File: config.mk
export PLATFORM = sky130hd
export DESIGN_NAME = cpu_phase_controller
export DESIGN_NICKNAME = d
export VERILOG_FILES = /design/src/rtl/cpu_phase_controller.sv
export SDC_FILE = /design/constraint.sdc
export NUM_CORES = 1
export LEC_CHECK = 0
export ABC_AREA = 1
export CORE_MARGIN = 1
export CORE_UTILIZATION = 40
export CTS_CLUSTER_DIAMETER = 120
export CTS_CLUSTER_SIZE = 12
export DETAILED_ROUTE_END_ITERATION = 10
export DONT_BUFFER_PORTS = 1
export SYNTH_ARGS = -nofsm -noshare
export SYNTH_HDL_FRONTEND = slang
export SYNTH_SLANG_ARGS = --single-unit
File: constraint.sdc
create_clock -name clk -period 1.5 [get_ports clk]
set_input_delay 0.075 -clock clk [delete_from_list [all_inputs] [get_ports clk]]
set_output_delay 0.075 -clock clk [all_outputs]
set_load 0.02 [all_outputs]
File: src/rtl/cpu_phase_controller.sv
`default_nettype none
// ============================================================================
// Module   : cpu_phase_controller
// Brief    : Eight-phase instruction sequencer with registered strobes for the
//            8-bit RISC CPU. Optional retired-instruction counter: PERF_CNT_EN.
// Revision : 1.0 - initial release
// ============================================================================
module cpu_phase_controller #(
  parameter int OPC_W       = 3,
  parameter int CNT_W       = 16,
  parameter int HALT_RESUME = 1
) (
  input  logic             clk,
  input  logic             rst_n,
  input  logic             enable,
  input  logic             start,
  input  logic [OPC_W-1:0] opcode,
  input  logic             zero,
  output logic [2:0]       phase,
  output logic             addr_sel,
  output logic             addr_active,
  output logic             skip,
  output logic             skip_signal,
  output logic             mem_rd,
  output logic             mem_wr,
  output logic             ld_ir,
  output logic             inc_pc,
  output logic             ld_pc,
  output logic             ld_ac,
  output logic             data_e,
`ifdef PERF_CNT_EN
  output logic [CNT_W-1:0] retired,
`endif
  output logic             halt
);

  localparam logic [OPC_W-1:0] c_op_hlt = OPC_W'(0);
  localparam logic [OPC_W-1:0] c_op_skz = OPC_W'(1);
  localparam logic [OPC_W-1:0] c_op_add = OPC_W'(2);
  localparam logic [OPC_W-1:0] c_op_and = OPC_W'(3);
  localparam logic [OPC_W-1:0] c_op_xor = OPC_W'(4);
  localparam logic [OPC_W-1:0] c_op_lda = OPC_W'(5);
  localparam logic [OPC_W-1:0] c_op_sto = OPC_W'(6);
  localparam logic [OPC_W-1:0] c_op_jmp = OPC_W'(7);

  typedef enum logic [3:0] {
    S_RST  = 4'd0,
    S_P0   = 4'd1,
    S_P1   = 4'd2,
    S_P2   = 4'd3,
    S_P3   = 4'd4,
    S_P4   = 4'd5,
    S_P5   = 4'd6,
    S_P6   = 4'd7,
    S_P7   = 4'd8,
    S_HALT = 4'd9
  } state_t;

  state_t           r_state;
  state_t           w_next;
  logic [OPC_W-1:0] r_opc;
  logic [OPC_W-1:0] w_opc;
  logic             w_aluop;
  logic [2:0]       w_phase;
  logic             w_addr_sel, w_addr_active, w_skip, w_skip_signal;
  logic             w_mem_rd, w_mem_wr, w_ld_ir, w_inc_pc, w_ld_pc;
  logic             w_ld_ac, w_data_e, w_halt;

  // On the P3->P4 edge the opcode being latched already governs P4's strobes.
  assign w_opc   = (r_state == S_P3) ? opcode : r_opc;
  assign w_aluop = (w_opc == c_op_add) || (w_opc == c_op_and) ||
                   (w_opc == c_op_xor) || (w_opc == c_op_lda);

  always_comb begin
    w_next = r_state;
    case (r_state)
      S_RST:   w_next = S_P0;
      S_P0:    w_next = S_P1;
      S_P1:    w_next = S_P2;
      S_P2:    w_next = S_P3;
      S_P3:    w_next = S_P4;
      S_P4:    w_next = (r_opc == c_op_hlt) ? S_HALT : S_P5;
      S_P5:    w_next = S_P6;
      S_P6:    w_next = S_P7;
      S_P7:    w_next = S_P0;
      S_HALT:  w_next = ((HALT_RESUME != 0) && start) ? S_P0 : S_HALT;
      default: w_next = S_RST;
    endcase
  end

  // Strobes are decoded from the state being entered so they are registered.
  always_comb begin
    w_phase       = 3'd0;
    w_addr_sel    = 1'b0;
    w_addr_active = 1'b0;
    w_skip        = 1'b0;
    w_skip_signal = 1'b0;
    w_mem_rd      = 1'b0;
    w_mem_wr      = 1'b0;
    w_ld_ir       = 1'b0;
    w_inc_pc      = 1'b0;
    w_ld_pc       = 1'b0;
    w_ld_ac       = 1'b0;
    w_data_e      = 1'b0;
    w_halt        = 1'b0;
    case (w_next)
      S_P0: begin
        w_phase       = 3'd0;
        w_addr_active = 1'b1;
      end
      S_P1: begin
        w_phase       = 3'd1;
        w_addr_active = 1'b1;
        w_mem_rd      = 1'b1;
      end
      S_P2, S_P3: begin
        w_phase       = (w_next == S_P2) ? 3'd2 : 3'd3;
        w_addr_active = 1'b1;
        w_mem_rd      = 1'b1;
        w_ld_ir       = 1'b1;
      end
      S_P4: begin
        w_phase       = 3'd4;
        w_addr_active = 1'b1;
        w_addr_sel    = 1'b1;
        w_halt        = (w_opc == c_op_hlt);
        w_inc_pc      = (w_opc != c_op_hlt);
      end
      S_P5: begin
        w_phase       = 3'd5;
        w_addr_active = 1'b1;
        w_addr_sel    = 1'b1;
        w_mem_rd      = w_aluop;
      end
      S_P6: begin
        // Entered only from P5, so zero is sampled on exactly the P5->P6 edge.
        w_phase       = 3'd6;
        w_addr_active = 1'b1;
        w_addr_sel    = 1'b1;
        w_mem_rd      = w_aluop;
        w_data_e      = (w_opc == c_op_sto);
        w_ld_pc       = (w_opc == c_op_jmp);
        w_inc_pc      = (w_opc == c_op_skz) && zero;
        w_skip_signal = (w_opc == c_op_skz) && zero;
      end
      S_P7: begin
        w_phase       = 3'd7;
        w_addr_active = 1'b1;
        w_addr_sel    = 1'b1;
        w_mem_rd      = w_aluop;
        w_ld_ac       = w_aluop;
        w_mem_wr      = (w_opc == c_op_sto);
        w_data_e      = (w_opc == c_op_sto);
        w_ld_pc       = (w_opc == c_op_jmp);
        w_skip        = (w_opc == c_op_jmp);
      end
      S_HALT: begin
        w_phase = 3'd4;
        w_halt  = 1'b1;
      end
      default: begin
        w_phase = 3'd0;
      end
    endcase
  end

  always_ff @(posedge clk or negedge rst_n) begin
    if (!rst_n) begin
      r_state     <= S_RST;
      r_opc       <= c_op_hlt;
      phase       <= 3'd0;
      addr_sel    <= 1'b0;
      addr_active <= 1'b0;
      skip        <= 1'b0;
      skip_signal <= 1'b0;
      mem_rd      <= 1'b0;
      mem_wr      <= 1'b0;
      ld_ir       <= 1'b0;
      inc_pc      <= 1'b0;
      ld_pc       <= 1'b0;
      ld_ac       <= 1'b0;
      data_e      <= 1'b0;
      halt        <= 1'b0;
`ifdef PERF_CNT_EN
      retired     <= '0;
`endif
    end else if (enable) begin
      r_state     <= w_next;
      r_opc       <= w_opc;
      phase       <= w_phase;
      addr_sel    <= w_addr_sel;
      addr_active <= w_addr_active;
      skip        <= w_skip;
      skip_signal <= w_skip_signal;
      mem_rd      <= w_mem_rd;
      mem_wr      <= w_mem_wr;
      ld_ir       <= w_ld_ir;
      inc_pc      <= w_inc_pc;
      ld_pc       <= w_ld_pc;
      ld_ac       <= w_ld_ac;
      data_e      <= w_data_e;
      halt        <= w_halt;
`ifdef PERF_CNT_EN
      if (r_state == S_P7) retired <= retired + 1'b1;
`endif
    end
  end

endmodule
`default_nettype wire
==> metrics.txt <==
status=completed; Post-Synthesis Cell Area=0.00117 mm2; top flop regs=r_state x4, phase x3, r_opc x3; VDD IR max=approximately 1.1 mV; GRT Total Usage=0.184; largest net degree at the start of global routing=23; simple-gate share of the synthesized area=0.366; max reg flops=4; setup tns final=0 ps; crit path cell chain=nor2_4 -> nand3_1 -> nand2_2 -> nand3_1 -> nand2_1 -> nand2_1 -> nand2_1 -> nand2_1; Biggest register=r_state; instance count on the critical path=8; Final ANT Viol Nets=0; area grow syn2layout=9.91%; clock sink total=22; Std-Cell Rows=19; Max-Cap Viols=0; initial core utilization=0.426; boundary pin count=23; dominant cell by count in the synthesized netlist=nand2_1; Crit path buffers/inverters=0; worst-skew pair later-pin latency=~310 ps; Layout Skew=1.41 ps; DR WL/cell=approximately 14 um; Final Critical Period=~1400 ps; TritonCTS clock tree=done; proportion of synthesized area in mux cells=0; endpoints failing setup=0; Crit. End Element=register; sequential area share after synthesis=0.469; Antenna diodes=0; Root Driver=clkbuf_4; DRC errors left=0; Synth Area in XOR/XNOR=0; FF+latch count, synth=22; clock slew at reported path FFs=roughly 120 ps; initial antenna violation count=0; PwrDens=approximately 2100 mW/mm2; ys async rst share=1.00; vias in the first global route=989; Synth Area in Adders=0; area leader, netlist=dfrtp_1; top cells by count, synth=nand2_1, dfrtp_1, nand3_1; area of the core=~0.0028 mm2; Max clock buf depth=2; CTS buffer count=3; hold-critical path depth=4; post-synth cell types=24; predominant post-synthesis flop cell=dfrtp_1; Critical Path AT=about 1600 ps; nets=approximately 170; total gr overflow=0; Worst Tran Pin Value=just under 1000 ps; Crit path max-delay family=simple AND/OR/NAND/NOR gates; crit-path max FO=8; gpl congestion=a little under 0.9; Worst Setup Start Kind=register; top cell type's share of synthesized area=0.469; Slew Limit Fails=0; slowest cell delay on critical path=490 ps; CP required=about 1700 ps; Gate Count Post-Synth=~150; via count=around 1000; Post-Syn Nets=~160; Slew Limit Headroom=0.341; first-pass GRT wire length=~4500 um; main combinational cell family by area after synthesis=simple AND/OR/NAND/NOR gates; Area contributors post-synth=dfrtp_1, nand2_1, nand3_1; total power=2.77 mW; chip width=roughly 56 um; share of cells above drive strength 1=0.192; vias per inst=roughly 5.4; final cell count without fillers=~190; die footprint=0.00315 mm2; CP dominant cell by count=nand2_1; dpl cells=between 150 and 200; CP Class=reg -> reg; Max Freq=slightly above 700 MHz; hpwl dp=~2000 um; Compound-Gate Fraction of Synth Area=0.0981; Chip Height=around 56 um; Syn Area/Cell=around 8 um2; unrepaired setup endpoints after global routing=true; port bufs=0; cell depth of the worst flop-to-flop path=8; Lkg Pwr=around 0.63 nW; Post-synth EDFFs=0; H-tree depth=1; final worst path period share=0.927; critical path's slowest cell=dfrtp_2; Worst Hold Class=in -> reg; Pre-antenna DRT Iters=4; DRT iter0 DRCs=23; Routed WL=approximately 2600 um; final hold violation count=0; synth warn=0
## through the flow
stage               hold slack [ps]  setup WS, ps  instance area [um2]  utilization
global route                   36.4         -37.2                 1290        0.468
floorplan                      -221           232                 1170            -
detailed placement             -220          87.1                 1210        0.438
CTS                            11.5          64.3                 1260        0.459
global placement               -220           103                 1210        0.438
finish                         18.2           110                 1290        0.468
## cells in the final DEF, fill, tap and decap left out, drive strengths merged, types with 2 or more instances in the layout
master / n
dfrtp: 22
inv: 14
a41oi: 2
nor2: 19
nand4: 3
clkbuf: 4
dlygate4sd3: 2
nand3b: 2
nand3: 16
a31oi: 2
nand2: 47
a21oi: 2
buf: 5
o21ai: 12
nor3: 2
## power by group
part           internal [mW]  total (mW)  switching [mW]
sequential             0.815        1.19           0.378
combinational          0.444        1.25           0.802
clock                  0.148       0.329           0.181
total                   1.41        2.77            1.36
## path summary, 6_finish.rpt
check,start,slack [ps],endpoint
setup reg to reg,r_state[0]$_DFFE_PN0P_,110,inc_pc$_DFFE_PN0P_
min in group asynchronous,rst_n,360,r_state[3]$_DFFE_PN0P_
setup / recovery,r_state[0]$_DFFE_PN0P_,110,inc_pc$_DFFE_PN0P_
hold reg to reg,r_opc[0]$_DFFE_PN0P_,540,r_opc[0]$_DFFE_PN0P_
hold / removal,zero,20,skip_signal$_DFFE_PN0P_
max in group asynchronous,rst_n,480,r_state[1]$_DFFE_PN0P_
## cell type report
class	count	area, um2
fill	290	1470
sequential	22	556
multi-input combinational	109	549
timing repair buffer	7	57.6
inverter	14	52.6
tap	31	38.8
clock buffer	4	36.3
## worst register-to-register path, delay by kind of cell, from the launching register on
kind	cells	cell delay [ps]
AND/OR/NAND/NOR	8	810
flip-flops	1	490
## per-layer routing
| layer | GRT usage | wire length [um] | vias to the layer above | share of wire |
|---|---|---|---|---|
| li1 | - | - | 503 | - |
| met1 | 0.236 | 1150 | 481 | 0.44 |
| met2 | 0.294 | 1250 | 29 | 0.48 |
| met3 | 0.0581 | 125 | 6 | 0.048 |
| met4 | 0.0592 | 57 | 0 | 0.022 |
| met5 | 0 | 0 | - | 0 |
## cell families after synthesis
group,Yosys count
AO/OA/AOI/OAI,20
buffers and inverters,20
flip-flops,22
AND/OR/NAND/NOR,89
## timing repair
action	CTS	global route
hold buffers	2	0
endpoints found under the hold margin	37	0
buffers inserted	0	2
endpoints found under the setup margin	0	14
gates resized for setup	0	7
No activity file was read; power rests on OpenSTA's default activity.
